`src/rtl/skullfet_sr_bank.sv`:
```
// Bank of clocked SR storage channels with input synchronisers,
// selectable conflict policy, sticky conflict flags and a transition counter.
module skullfet_sr_bank #(
  parameter int CHANNELS    = 4,
  parameter int MODE        = 0,
  parameter int SYNC_STAGES = 2,
  parameter int CNT_WIDTH   = 8
) (
  input  logic                 clk,
  input  logic                 rst,
  input  logic [CHANNELS-1:0]  set,
  input  logic [CHANNELS-1:0]  reset,
  input  logic                 clear_flags,
  output logic [CHANNELS-1:0]  q,
  output logic [CHANNELS-1:0]  q_bar,
  output logic [CHANNELS-1:0]  conflict,
  output logic [CNT_WIDTH-1:0] toggle_count
);

  localparam int SW = CNT_WIDTH + 4;
  localparam logic [CNT_WIDTH-1:0] CNT_MAX = '1;

  if (CHANNELS < 1 || CHANNELS > 8) begin : g_bad_channels
    $error("skullfet_sr_bank: CHANNELS must be 1..8");
  end
  if (MODE < 0 || MODE > 3) begin : g_bad_mode
    $error("skullfet_sr_bank: MODE must be 0..3");
  end
  if (SYNC_STAGES < 0 || SYNC_STAGES > 3) begin : g_bad_sync
    $error("skullfet_sr_bank: SYNC_STAGES must be 0..3");
  end
  if (CNT_WIDTH < 2 || CNT_WIDTH > 16) begin : g_bad_cnt
    $error("skullfet_sr_bank: CNT_WIDTH must be 2..16");
  end

  logic [CHANNELS-1:0]  s_i;
  logic [CHANNELS-1:0]  r_i;
  logic [CHANNELS-1:0]  q_next;
  logic [CHANNELS-1:0]  conflict_next;
  logic [3:0]           flips;
  logic [SW-1:0]        cnt_base;
  logic [SW-1:0]        cnt_sum;
  logic [CNT_WIDTH-1:0] cnt_next;

  if (SYNC_STAGES == 0) begin : g_bypass
    assign s_i = set;
    assign r_i = reset;
  end else begin : g_sync
    logic [CHANNELS-1:0] s_ff [SYNC_STAGES];
    logic [CHANNELS-1:0] r_ff [SYNC_STAGES];

    always_ff @(posedge clk or posedge rst) begin
      if (rst) begin
        for (int i = 0; i < SYNC_STAGES; i++) begin
          s_ff[i] <= '0;
          r_ff[i] <= '0;
        end
      end else begin
        s_ff[0] <= set;
        r_ff[0] <= reset;
        for (int i = 1; i < SYNC_STAGES; i++) begin
          s_ff[i] <= s_ff[i-1];
          r_ff[i] <= r_ff[i-1];
        end
      end
    end

    assign s_i = s_ff[SYNC_STAGES-1];
    assign r_i = r_ff[SYNC_STAGES-1];
  end

  function automatic logic resolve(input logic cur);
    case (MODE)
      0:       return 1'b0;
      1:       return 1'b1;
      2:       return cur;
      default: return ~cur;
    endcase
  endfunction

  always_comb begin
    q_next = q;
    for (int i = 0; i < CHANNELS; i++) begin
      unique case (1'b1)
        s_i[i] & ~r_i[i]: q_next[i] = 1'b1;
        ~s_i[i] & r_i[i]: q_next[i] = 1'b0;
        s_i[i] & r_i[i]:  q_next[i] = resolve(q[i]);
        default:          q_next[i] = q[i];
      endcase
    end
  end

  // A conflict arriving on the clearing edge survives the clear.
  assign conflict_next =
    (clear_flags ? '0 : conflict) | (s_i & r_i);

  always_comb begin
    flips = '0;
    for (int i = 0; i < CHANNELS; i++) begin
      flips = flips + {3'b000, q_next[i] ^ q[i]};
    end
  end

  // Clearing reloads with this edge's transitions so none are lost.
  assign cnt_base = clear_flags ? '0 : SW'(toggle_count);
  assign cnt_sum  = cnt_base + SW'(flips);
  assign cnt_next = (cnt_sum > SW'(CNT_MAX)) ?
                    CNT_MAX : cnt_sum[CNT_WIDTH-1:0];

  always_ff @(posedge clk or posedge rst) begin
    if (rst) begin
      q            <= '0;
      q_bar        <= '1;
      conflict     <= '0;
      toggle_count <= '0;
    end else begin
      q            <= q_next;
      q_bar        <= ~q_next;
      conflict     <= conflict_next;
      toggle_count <= cnt_next;
    end
  end

endmodule

```
`config.mk`:
```
export PLATFORM = sky130hd
export DESIGN_NAME = skullfet_sr_bank
export DESIGN_NICKNAME = d
export VERILOG_FILES = /design/src/rtl/skullfet_sr_bank.sv
export SDC_FILE = /design/constraint.sdc
export NUM_CORES = 1
export LEC_CHECK = 0
export ABC_AREA = 1
export ABC_CLOCK_PERIOD_IN_PS = 4500
export CORE_MARGIN = 5
export CORE_UTILIZATION = 25
export DETAILED_ROUTE_END_ITERATION = 12
export PLACE_DENSITY = 0.56
export SLEW_MARGIN = 5
export SYNTH_ARGS = -nofsm -noshare
export SYNTH_HDL_FRONTEND = slang
export SYNTH_SLANG_ARGS = --single-unit
```
`constraint.sdc`:
```
create_clock -name clk -period 4.5 [get_ports clk]
set_input_delay 0.45 -clock clk [delete_from_list [all_inputs] [get_ports clk]]
set_output_delay 0.45 -clock clk [all_outputs]
set_load 0.03 [all_outputs]
```
; Yosys cells after proc, flatten, opt, wreduce, memory -nomap -nowiden
; Index checks and enable logic that the tools add are counted.
; W data, S select, Z words.
[totals]
ff_bits = 36
inputBits = 11
out_inout_bits = 20
word_cells = 51
[op_classes]
n_addsub = 4
order_cmp = 1
muxes = 7
bitwise = 27
reduce_logical = 4
[ops]
columns = cell, n
row1 = $mux W8, 2
row2 = $and A1 B1 Y1, 12
row3 = $add A8 B4 Y9, 1
row4 = $gt A9 B8 Y1 const B, 1
row5 = $not A1 Y1, 8
row6 = $pmux W1 S2, 4
row7 = $reduce_or A2 Y1, 4
row8 = $add A3 B1 Y4, 1
row9 = $and A4 B4 Y4, 1
row10 = $mux W4, 1
row11 = $not A4 Y4, 1
row12 = $or A4 B4 Y4, 1
row13 = $xor A1 B1 Y1, 4
row14 = $add A2 B1 Y3, 1
row15 = $add A1 B1 Y2, 1

; Longest topological paths before layout
; Gate-level depths: netlist (run 1).
[logic_depth]
word_depth = 11
mapped_depth = 14
ltp_nobuf = 14

; Least setup slack after synthesis (run 1)
; Ideal clock, no wire load.
[synth_path]
path_type = register to register
from = reg q[2]
to = reg toggle_count[7]
setup_ns = 0.128
arrival_ns = 2.671
t_required_ns = 4.372
slack_ns = 1.701
path_stages_with_launch = 14
path_cell_list = dfrtp_1 inv_1 a21oi_1 inv_1 nand2_1 o21ai_0 fa_1 inv_1 fa_1 fa_1 inv_1 nor2_1 nand2_2 nand3_1
[synth_via]
elab_chain_cells = 7
[synth_lines]
columns = element, line
row1 = from (decl), 14  ; output logic [CHANNELS-1:0] q,
row2 = from (signal assigned), 117  ; q <= q_next;
row3 = $pmux W1 S2 (*), 84  ; unique case (1'b1)
row4 = named net q_next[2], 38  ; logic [CHANNELS-1:0] q_next;
row5 = $xor A1 B1 Y1 (*), 100  ; flips = flips + {3'b000, q_next[i] ^ q[i]};
row6 = $add A2 B1 Y3 (*), 100
row7 = $add A3 B1 Y4 (*), 100
row8 = $add A8 B4 Y9 (*), 106  ; assign cnt_sum = cnt_base + SW'(flips);
row9 = $gt A9 B8 Y1, 107  ; assign cnt_next = (cnt_sum > SW'(CNT_MAX)) ?
row10 = $mux W8 (*), 107
row11 = named net cnt_next[7], 43  ; logic [CNT_WIDTH-1:0] cnt_next;
row12 = to (signal assigned), 120  ; toggle_count <= cnt_next;
row13 = to (decl), 17  ; output logic [CNT_WIDTH-1:0] toggle_count
; Mark *: on every way through the listed nets, which the timed path passes. The rest lies on a longest branch.

; Final worst setup path (run 1)
[layout_path]
from = in clear_flags
to = reg toggle_count[5]
[layout_via]
elab_chain_cells = 4
[layout_lines]
columns = element, line
row1 = from (decl), 13  ; input logic clear_flags,
row2 = $mux W8 (*), 105  ; assign cnt_base = clear_flags ? '0 : SW'(toggle_count);
row3 = $add A8 B4 Y9 (*), 106
row4 = $gt A9 B8 Y1, 107
row5 = $mux W8 (*), 107
row6 = named net cnt_next[5], 43
; Marked as above.

==> summary.md, run 1 <==
| Metric | Value |
|---|---|
| Status | complete, no violations |
| Reg2Reg Setup Slack | 1.67 ns |
| Worst Path Max Fanout | 15 |
| Antenna diode count | 0 |
| Post-CTS Setup Inserts | 0 |
| Dominant cells by area after synthesis | dfrtp_1 57%, dfstp_2 7.5%, inv_1 6.2% |
| PwrDens | 436.1 nW/µm² |
| Via density | 3.838 |
| Max Freq | 334.6 MHz |
| Clk pwr share | 26.8% |
| Final setup violation count | 0 |
| Part of the power in registers | 47.0% |
| Int Power | 553.2 µW |
| Count of final hold-check violations | 0 |
| Total clock sinks | 36 |
| DIE AREA | 7197 µm² |
| WS Path Type | primary input to flop |
| Drc violations | 0 |
| # nets final | 177 |
| DRT Wirelength | 2596 µm |
| Critical Path RT | 4.66 ns |
| Clock Skew | 0.002934 ns |
| Global routing usage on met3 | 3.398% |
| Slew headroom | 70.08% |
| Synth area leader | dfrtp_1 |
| Dpl cell area | 1787 µm² |
| Total track usage | 8.332% |
| Post-DR wirelength/cell | 11.05 µm |
| CTS tree | done |
| Leakage | 0.8811 nW |
| Mapped Cells | 125 |
| DR pass1 iterations | 4 |
| Io pins | 31 |
| Switching power | 261.5 µW |
| Initial Utilization | 25.58% |
| Initial antenna violation count | 0 |
| Hold Buf Count CTS | 0 |
| DIE WIDTH | 84.84 µm |
| First-pass GRT wire length | 4692 µm |
| Met2 Use GR | 12.74% |
| Worst VDD drop | 168.3 µV |
| Syn_area_per_cell | 11.20 µm² |
| Setup ws final | 1.512 ns |
| H-Tree Depth | 2 |
| Core ar. | 5473 µm² |
| Max Cap Viol | 0 |
| Via count | 902 |
| Port Buffers | 30 |
| Post-DRT Antenna Nets | 0 |
| Sequential area share after synthesis | 64.70% |
| Synth cell types | 22 |
| Critical Path Sink Type | flop |
| Cell row count | 27 |
| GPL Wtd Cong | 0.7690 |
| Pin count of the biggest net entering global routing | 37 |
| Worst-Margin Slew | 0.4488 ns |
| Total CTS buffers | 5 |
| Commonest non-fill, non-tap cell in the layout | dfrtp_1 |
| Initial DRC count | 60 |
| CTS clk-pin slew, worst paths | 0.07 ns |
| Max-slew violations | 0 |
| Met1 usage | 10.25% |
| HPWL reported at the end of detailed placement | 1883 µm |
| Root Buffer | clkbuf_8 |
| Hold Crit Class | flop to flop |
| Setup_tns | 0 ns |
| Synth warn | 0 |
| # resized after CTS | 0 |
| Min Hold Slack | 0.3489 ns |
| Vias in the first global route | 1009 |
| Most frequent cells in the layout | 32 x dfrtp_1, 30 x clkdlybuf4s50_1, 23 x inv_1 |
| Minimum clock period | 2.988 ns |
| CTS max path bufs | 2 |
| Dpl ws | 1.210 ns |
| Combinational fraction of design power | 26.2% |
| RSZ-0062 raised after global routing | no |
| Crit share post-route | 66.41% |
| GRT Residual Overflow | 0 |
| Critical path startpoint category | primary input |
| Global route hottest layer | met2 |
| Post-Syn Nets | 140 |
| Overall die height | 84.84 µm |
| Share of the synthesized area in the top cell type | 57.19% |
| Share of layout cells above drive strength 1 | 12.27% |
| Final instance area | 1868 µm² |
| Switching Share | 32.09% |
| Yosys reg bits | 36 |
| Worst skew pair latency | 0.28 ns |
| CP arrival | 3.15 ns |
| Area growth, synth to finish | 33.42% |
| Mapped Area | 1400 µm² |
kinds of logic after synthesis:
group                    after synthesis  synth area share, %
AND/OR/NAND/NOR                       44                14.57
flip-flops                            36                64.70
buffers and inverters                 25                7.417
AO/OA/AOI/OAI                         15                7.506
adder cells (fa/ha/maj)                4                5.183
XOR/XNOR                               1               0.6257
registers in the layout, summed over array words and instances (netlist names):
name          flops
toggle_count      8
conflict          4
g_sync.r_ff       4
g_sync.s_ff       4
q                 4
q_bar             4
r_i               4
s_i               4
path summary, 6_finish.rpt:
path / to / cells past startpoint / start
min in group asynchronous: toggle_count[5] / 3 / rst
worst min-delay path: r_i[1] / 0 / g_sync.r_ff[5]
worst max-delay path: toggle_count[5] / 11 / clear_flags
worst max register to register: toggle_count[5] / 13 / q[2]
worst min register to register: r_i[1] / 0 / g_sync.r_ff[5]
max in group asynchronous: q_bar[3] / 3 / rst
metrics by stage:
step	power, mW	util [%]	cells
after CTS	0.8263	34.13	235
final	0.8147	34.13	235
after global routing	0.8647	34.13	235
after detailed placement	0.6054	32.65	227
after global placement	0.6048	32.65	227
after floorplan	0.5206	-	125
synth_stat cells (all sizes together):
library cell / n
dfstp: 4
buf: 1
inv: 24
a22o: 4
nor3: 1
nand3b: 1
ha: 1
nor2: 10
dfrtp: 32
fa: 3
xor2: 1
a21oi: 4
nand3: 9
o21ai: 7
nand2: 23
power groups by stage:
stage          Clock (mW)  Combinational, mW  Sequential (mW)
3_3_place_gp            0              0.216            0.389
2_1_floorplan           0             0.0855            0.435
3_5_place_dp            0              0.216            0.389
5_1_grt             0.238              0.239            0.388
4_1_cts             0.225              0.218            0.383
6_report            0.218              0.213            0.383
critical path, cell delays in order:
cell and delay (ns):
clkdlybuf4s50_1 0.48, inv_4 0.19, nand2_1 0.11, fa_1 0.54
inv_1 0.05, fa_1 0.47, fa_1 0.43, inv_1 0.09
nor2_1 0.07, nand2_2 0.16, nand3_1 0.10
per-layer routing:
layer,vias to the layer above,wire (µm)
met4,0,59
li1,459,-
met5,-,0
met1,412,1167
met2,23,1175
met3,8,193
cell type report:
type | instances | area [µm²]
Sequential cell | 36 | 905.9
Timing Repair Buffer | 31 | 307.8
Inverter | 24 | 92.59
Tap cell | 72 | 90.09
Clock inverter | 1 | 5.005
Clock buffer | 7 | 76.32
Multi-Input combinational cell | 64 | 390.4
Fill cell | 574 | 3605
Power figures use the tool's default switching activity.
==> inputs of run 2 (changes only) <==
- ABC_CLOCK_PERIOD_IN_PS: 4500 -> 2700
- PLACE_DENSITY: 0.56 -> 0.58
- clock period: 4.5 -> 2.7 ns (I/O delays scaled with it)
==> summary.md, run 2 (synthesis results as in run 1) <==
| Metric | Value |
|---|---|
| Final setup violation count | 0 (unchanged) |
| Dpl cell area | 1844 µm² (+3.2%) |
| # nets final | 187 (+5.6%) |
| DRT Wirelength | 2724 µm (+4.9%) |
| Max reg flops | 8 (unchanged) |
| Max Freq | 394.7 MHz |
| Leakage | 0.9346 nW (+6.1%) |
| DR pass1 iterations | 2 (-2) |
| Setup_tns | 0 ns (unchanged) |
| Worst-Margin Slew | 0.7270 ns (+0.2783 ns) |
| Critical path startpoint category | flop |
| Combinational fraction of design power | 27.5% (+1.3 points) |
| Critical Path Sink Type | flop |
| Part of the power in registers | 46.1% (-0.9 points) |
| Hold Buf Count CTS | 0 (unchanged) |
| Max Cap Viol | 0 (unchanged) |
| WS Path Type | flop to flop |
| Area growth, synth to finish | 40.48% |
| Count of final hold-check violations | 0 (unchanged) |
| CTS max path bufs | 2 (unchanged) |
| Most frequent cells in the layout | 30 x dfrtp_1, 30 x clkdlybuf4s50_1, 23 x inv_1 |
| GPL Wtd Cong | 0.8482 (+10%) |
| Root Buffer | clkbuf_8 |
| Hold Crit Class | flop to flop |
| Slowest cell on crit path | fa_1 |
| Total track usage | 8.344% (+0.012 points) |
| PwrDens | 706.9 nW/µm² (+62%) |
| RSZ-0062 raised after global routing | no |
| Worst Path Max Fanout | 3 (-12) |
| Initial antenna violation count | 0 (unchanged) |
| Worst skew pair latency | 0.29 ns (about the same) |
| Status | complete, no violations |
| Via density | 3.902 (+1.7%) |
| Post-DRT Antenna Nets | 0 (unchanged) |
| Initial DRC count | 17 (-72%) |
| Slew headroom | 51.48% (-19 points) |
| Slowest stage delay, CP | 0.48 ns (-0.06 ns) |
| Initial Utilization | 25.58% (unchanged) |
| Vias in the first global route | 939 (-6.9%) |
| Drc violations | 0 (unchanged) |
| Clk pwr share | 26.5% (-0.3 points) |
| CP top delay family | adder cells |
| Antenna diode count | 0 (unchanged) |
| Cell row count | 27 (unchanged) |
| Int Power | 941.9 µW (+70%) |
| DIE AREA | 7197 µm² (unchanged) |
| Seq. cell area | 908.4 µm² (+0.28%) |
| Share of layout cells above drive strength 1 | 21.97% (+9.7 points) |
| H-Tree Depth | 2 (unchanged) |
| Total CTS buffers | 5 (unchanged) |
| CP arrival | 2.71 ns (-0.44 ns) |
| Max-slew violations | 0 (unchanged) |
| Core ar. | 5473 µm² (unchanged) |
| Minimum clock period | 2.534 ns |
| Fillers | 570 (-0.70%) |
| CP bufs+invs | 5 (+1) |
| Port Buffers | 30 (unchanged) |
| HPWL reported at the end of detailed placement | 1998 µm (+6.1%) |
| CTS tree | done |
| Overall die height | 84.84 µm (unchanged) |
| Pin count of the biggest net entering global routing | 22 (-41%) |
| Min Hold Slack | 0.3481 ns (-0.0007960 ns) |
| Switching Share | 32.26% (+0.16 points) |
| DIE WIDTH | 84.84 µm (unchanged) |
| First-pass GRT wire length | 4519 µm (-3.7%) |
| Clock Skew | 0.008041 ns (+0.005107 ns) |
| Io pins | 31 (unchanged) |
| Dpl ws | -0.1390 ns (-1.349 ns) |
| CTS clk-pin slew, worst paths | 0.07 ns (about the same) |
| Crit path cell chain | inv_1 -> a21oi_2 -> inv_1 -> nand2_1 -> o21ai_2 -> fa_1 -> inv_1 -> fa_2 -> fa_2 -> buf_4 -> nand3_1 -> nand2_1 -> inv_1 -> o21ai_1 |
| Largest Register | toggle_count |
| Setup ws final | 0.1664 ns (-1.345 ns) |
| Crit share post-route | 93.84% |
| Post-DR wirelength/cell | 11.12 µm (+0.65%) |
| Via count | 956 (+6.0%) |
| Multi-input gate area | 411.6 µm² (+5.4%) |
| Switching power | 448.5 µW (+72%) |
| Critical Path RT | 2.88 ns (-1.78 ns) |
| Final instance area | 1967 µm² (+5.3%) |
| Total clock sinks | 36 (unchanged) |
| Worst VDD drop | 361.7 µV (+110%) |
| GRT Residual Overflow | 0 (unchanged) |
| Worst path most repeated cell | inv_1 |
-- run 2: cell types whose count changed in the layout (fill, tap and decap cells not counted), sizes merged --
cell,before,now
buf,1,11
-- run 2: final cells by class --
type | count | share of cell area (%)
Clock buffer | 7 | 3.880
Multi-Input combinational cell | 64 | 20.93
Inverter | 24 | 4.707
Sequential cell | 36 | 46.18
Timing Repair Buffer | 41 | 19.47
Clock inverter | 1 | 0.2545
Tap cell | 72 | 4.580
-- run 2: metrics by stage --
step	instances	power (mW)	util, %
after floorplan	125	0.8704	-
after global placement	234	1.025	33.70
after detailed placement	234	1.025	33.70
after CTS	242	1.401	35.25
after global routing	245	1.476	35.94
final	245	1.390	35.94
-- run 2: worst paths after layout --
kind	from	endpoint	slack [ns]	depth (start not counted)
hold reg to reg	g_sync.s_ff[7]	s_i[3]	0.35	0
max in group asynchronous	rst	q_bar[3]	1.61	3
setup reg to reg	q[2]	toggle_count[4]	0.17	14
min in group asynchronous	rst	g_sync.r_ff[5]	0.39	2
setup / recovery	q[2]	toggle_count[4]	0.17	14
hold / removal	g_sync.s_ff[7]	s_i[3]	0.35	0
-- run 2: timing repair --
| action | 4_1_cts | 5_1_grt |
|---|---|---|
| hold endpoints to repair | 0 | 0 |
| setup buffers | 0 | 3 |
| resized for setup | 3 | 4 |
| pin swaps | 1 | 3 |
| endpoints found under the setup margin | 8 | 8 |
-- run 2: power by group through the flow --
| stage | sequential (mW) | clock (mW) | combinational, mW |
|---|---|---|---|
| 6_report | 0.641 | 0.368 | 0.382 |
| 5_1_grt | 0.648 | 0.402 | 0.426 |
| 4_1_cts | 0.642 | 0.381 | 0.378 |
| 3_5_place_dp | 0.652 | 0 | 0.373 |
| 3_3_place_gp | 0.653 | 0 | 0.372 |
| 2_1_floorplan | 0.725 | 0 | 0.145 |
-- run 2: metal layers --
metal	up-vias	track usage [%]	wire, µm	part of all wire, %
li1	481	-	-	-
met1	443	10.30	1185	44
met2	23	12.53	1291	47
met3	9	3.398	182	6.7
met4	0	4.317	65	2.4
met5	-	0	0	0
==> inputs of run 3 (changes only) <==
- GPL_TIMING_DRIVEN: unset -> 1
- PLACE_DENSITY: 0.58 -> 0.55
==> summary.md, run 3 (synthesis results as in run 1) <==
| Metric | Value |
|---|---|
| CP arrival | 2.73 ns (+0.02 ns) |
| Largest Register | toggle_count |
| Initial DRC count | 32 (+15) |
| Total clock sinks | 36 (unchanged) |
| DRT Wirelength | 2777 µm (+1.9%) |
| PwrDens | 713.3 nW/µm² (+0.90%) |
| Root Buffer | clkbuf_8 |
| Post-DR wirelength/cell | 11.29 µm (+1.5%) |
| Slew headroom | 70.02% (+19 points) |
| Antenna diode count | 0 (unchanged) |
| Worst Path Max Fanout | 8 (+5) |
| R2r startpoint | q[2] |
| Max Cap Viol | 0 (unchanged) |
| Clock Skew | 0.008444 ns (+0.0004034 ns) |
| Share of layout cells above drive strength 1 | 24.14% (+2.2 points) |
| First-pass GRT wire length | 4595 µm (+1.7%) |
| Io pins | 31 (unchanged) |
| Final core occ | 36.33% (+0.39 points) |
| Slowest stage delay, CP | 0.47 ns (about the same) |
| CTS tree | done |
| Count of final hold-check violations | 0 (unchanged) |
| Critical path startpoint category | flop |
| Worst VDD drop | 288.3 µV (-20%) |
| Initial antenna violation count | 0 (unchanged) |
| Pin count of the biggest net entering global routing | 37 (+68%) |
| Vias in the first global route | 918 (-2.2%) |
| Via density | 3.907 (+0.11%) |
| Hold Crit Class | flop to flop |
| Status | complete, no violations |
| Initial Utilization | 25.58% (unchanged) |
| Max-slew violations | 0 (unchanged) |
| CTS clk-pin slew, worst paths | 0.07 ns (about the same) |
| Total track usage | 8.464% (+0.12 points) |
| Minimum clock period | 2.569 ns (+0.03560 ns) |
| Worst-Margin Slew | 0.4497 ns (-0.2774 ns) |
| Crit share post-route | 95.16% (+1.3 points) |
| GRT Residual Overflow | 0 (unchanged) |
| CTS max path bufs | 2 (unchanged) |
| Final setup violation count | 0 (unchanged) |
| Slowest cell on crit path | fa_1 |
| H-Tree Depth | 2 (unchanged) |
| # nets final | 188 (+0.53%) |
| Crit path launch | q[2] |
| GPL Wtd Cong | 0.8107 (-4.4%) |
| Critical Path RT | 2.86 ns (-0.02 ns) |
| R2R cell count | 13 (-1) |
| Reg2Reg Capture Point | toggle_count[4] |
| Cell row count | 27 (unchanged) |
| Max reg flops | 8 (unchanged) |
| HPWL reported at the end of detailed placement | 1970 µm (-1.4%) |
| DIE WIDTH | 84.84 µm (unchanged) |
| Drc violations | 0 (unchanged) |
| Core ar. | 5473 µm² (unchanged) |
| DIE AREA | 7197 µm² (unchanged) |
| Worst skew pair latency | 0.28 ns (about the same) |
| Overall die height | 84.84 µm (unchanged) |
| Reg2Reg Setup Slack | 0.13 ns (-0.04 ns) |
| DR pass1 iterations | 4 (+2) |
| Port Buffers | 30 (unchanged) |
| Min Hold Slack | 0.3483 ns (+0.0002540 ns) |
| Leakage | 0.9494 nW (+1.6%) |
| Via count | 961 (+0.52%) |
| Post-DRT Antenna Nets | 0 (unchanged) |
| Most frequent cells in the layout | 30 x dfrtp_1, 30 x clkdlybuf4s50_1, 21 x inv_1, 21 x nand2_1, 12 x buf_4 |
| Critical Path Sink Type | flop |
| Setup crit end | toggle_count[4] |
| WS Path Type | flop to flop |
| Crit path cell chain | inv_2 -> a21oi_2 -> inv_1 -> nand2_1 -> o21ai_2 -> fa_1 -> inv_1 -> fa_2 -> fa_2 -> inv_2 -> nor2_1 -> nand2_2 -> o21ai_1 |
| Total CTS buffers | 5 (unchanged) |
| Area growth, synth to finish | 42.00% |
| Max Freq | 389.2 MHz (-1.4%) |
[run 3: power breakdown]
group	switching, mW	leakage (nW)	internal [mW]
logic	0.223	0.474	0.173
clock network	0.175	0.0455	0.208
registers	0.0412	0.430	0.598
total	0.439	0.949	0.979
[run 3: final cells by class]
class | count | area [µm²]
Timing Repair Buffer | 42 | 390.4
Fill cell | 560 | 3485
Clock buffer | 8 | 90.09
Sequential cell | 36 | 908.4
Tap cell | 72 | 90.09
Inverter | 24 | 92.59
Multi-Input combinational cell | 64 | 416.7
[run 3: what timing repair did]
| action | 4_1_cts | 5_1_grt |
|---|---|---|
| pin swaps | 1 | 4 |
| hold buffers | 0 | 0 |
| setup buffers | 0 | 4 |
| resized for setup | 3 | 8 |
| endpoints found under the setup margin | 8 | 8 |
| gates cloned | 0 | 0 |
[run 3: how the worst min path moves through the flow]
stage / cells after the start / end / startpoint
global route: 0 / s_i[1] / g_sync.s_ff[5]
global placement: 0 / s_i[1] / g_sync.s_ff[5]
finish: 0 / s_i[0] / g_sync.s_ff[4]
detailed placement: 0 / r_i[3] / g_sync.r_ff[7]
floorplan: 0 / g_sync.r_ff[4] / reset[0]
CTS: 0 / s_i[0] / g_sync.s_ff[4]
[run 3: worst max-delay path: cells and delay by family (launching register included)]
| family | cells | cell delay (ns) |
|---|---|---|
| compound gates | 3 | 0.30 |
| fa+ha+maj | 3 | 1.25 |
| buf+inv | 4 | 0.23 |
| flops | 1 | 0.37 |
| simple gates | 3 | 0.31 |
[run 3: layer usage]
metal / wire length (µm) / share of wire, % / global-route usage, % / vias to the layer above
met5: 0 / 0 / 0 / -
met4: 41 / 1.5 / 3.885 / 0
met3: 186 / 6.7 / 3.398 / 4
met2: 1279 / 46 / 12.46 / 24
met1: 1269 / 46 / 10.90 / 450
li1: - / - / - / 483
[run 3: per-stage QoR]
stage / total power, mW / instance area [µm²] / setup slack (ns) / setup TNS [ns] / std cells
2_1_floorplan: 0.8704 / 1405 / 0.04679 / 0 / 125
3_3_place_gp: 1.023 / 1844 / -0.09460 / -0.6111 / 234
3_5_place_dp: 1.026 / 1844 / -0.1385 / -0.9519 / 234
4_1_cts: 1.422 / 1938 / 0.02135 / 0 / 242
5_1_grt: 1.503 / 1988 / -0.01327 / -0.02534 / 246
6_report: 1.418 / 1988 / 0.1308 / 0 / 246
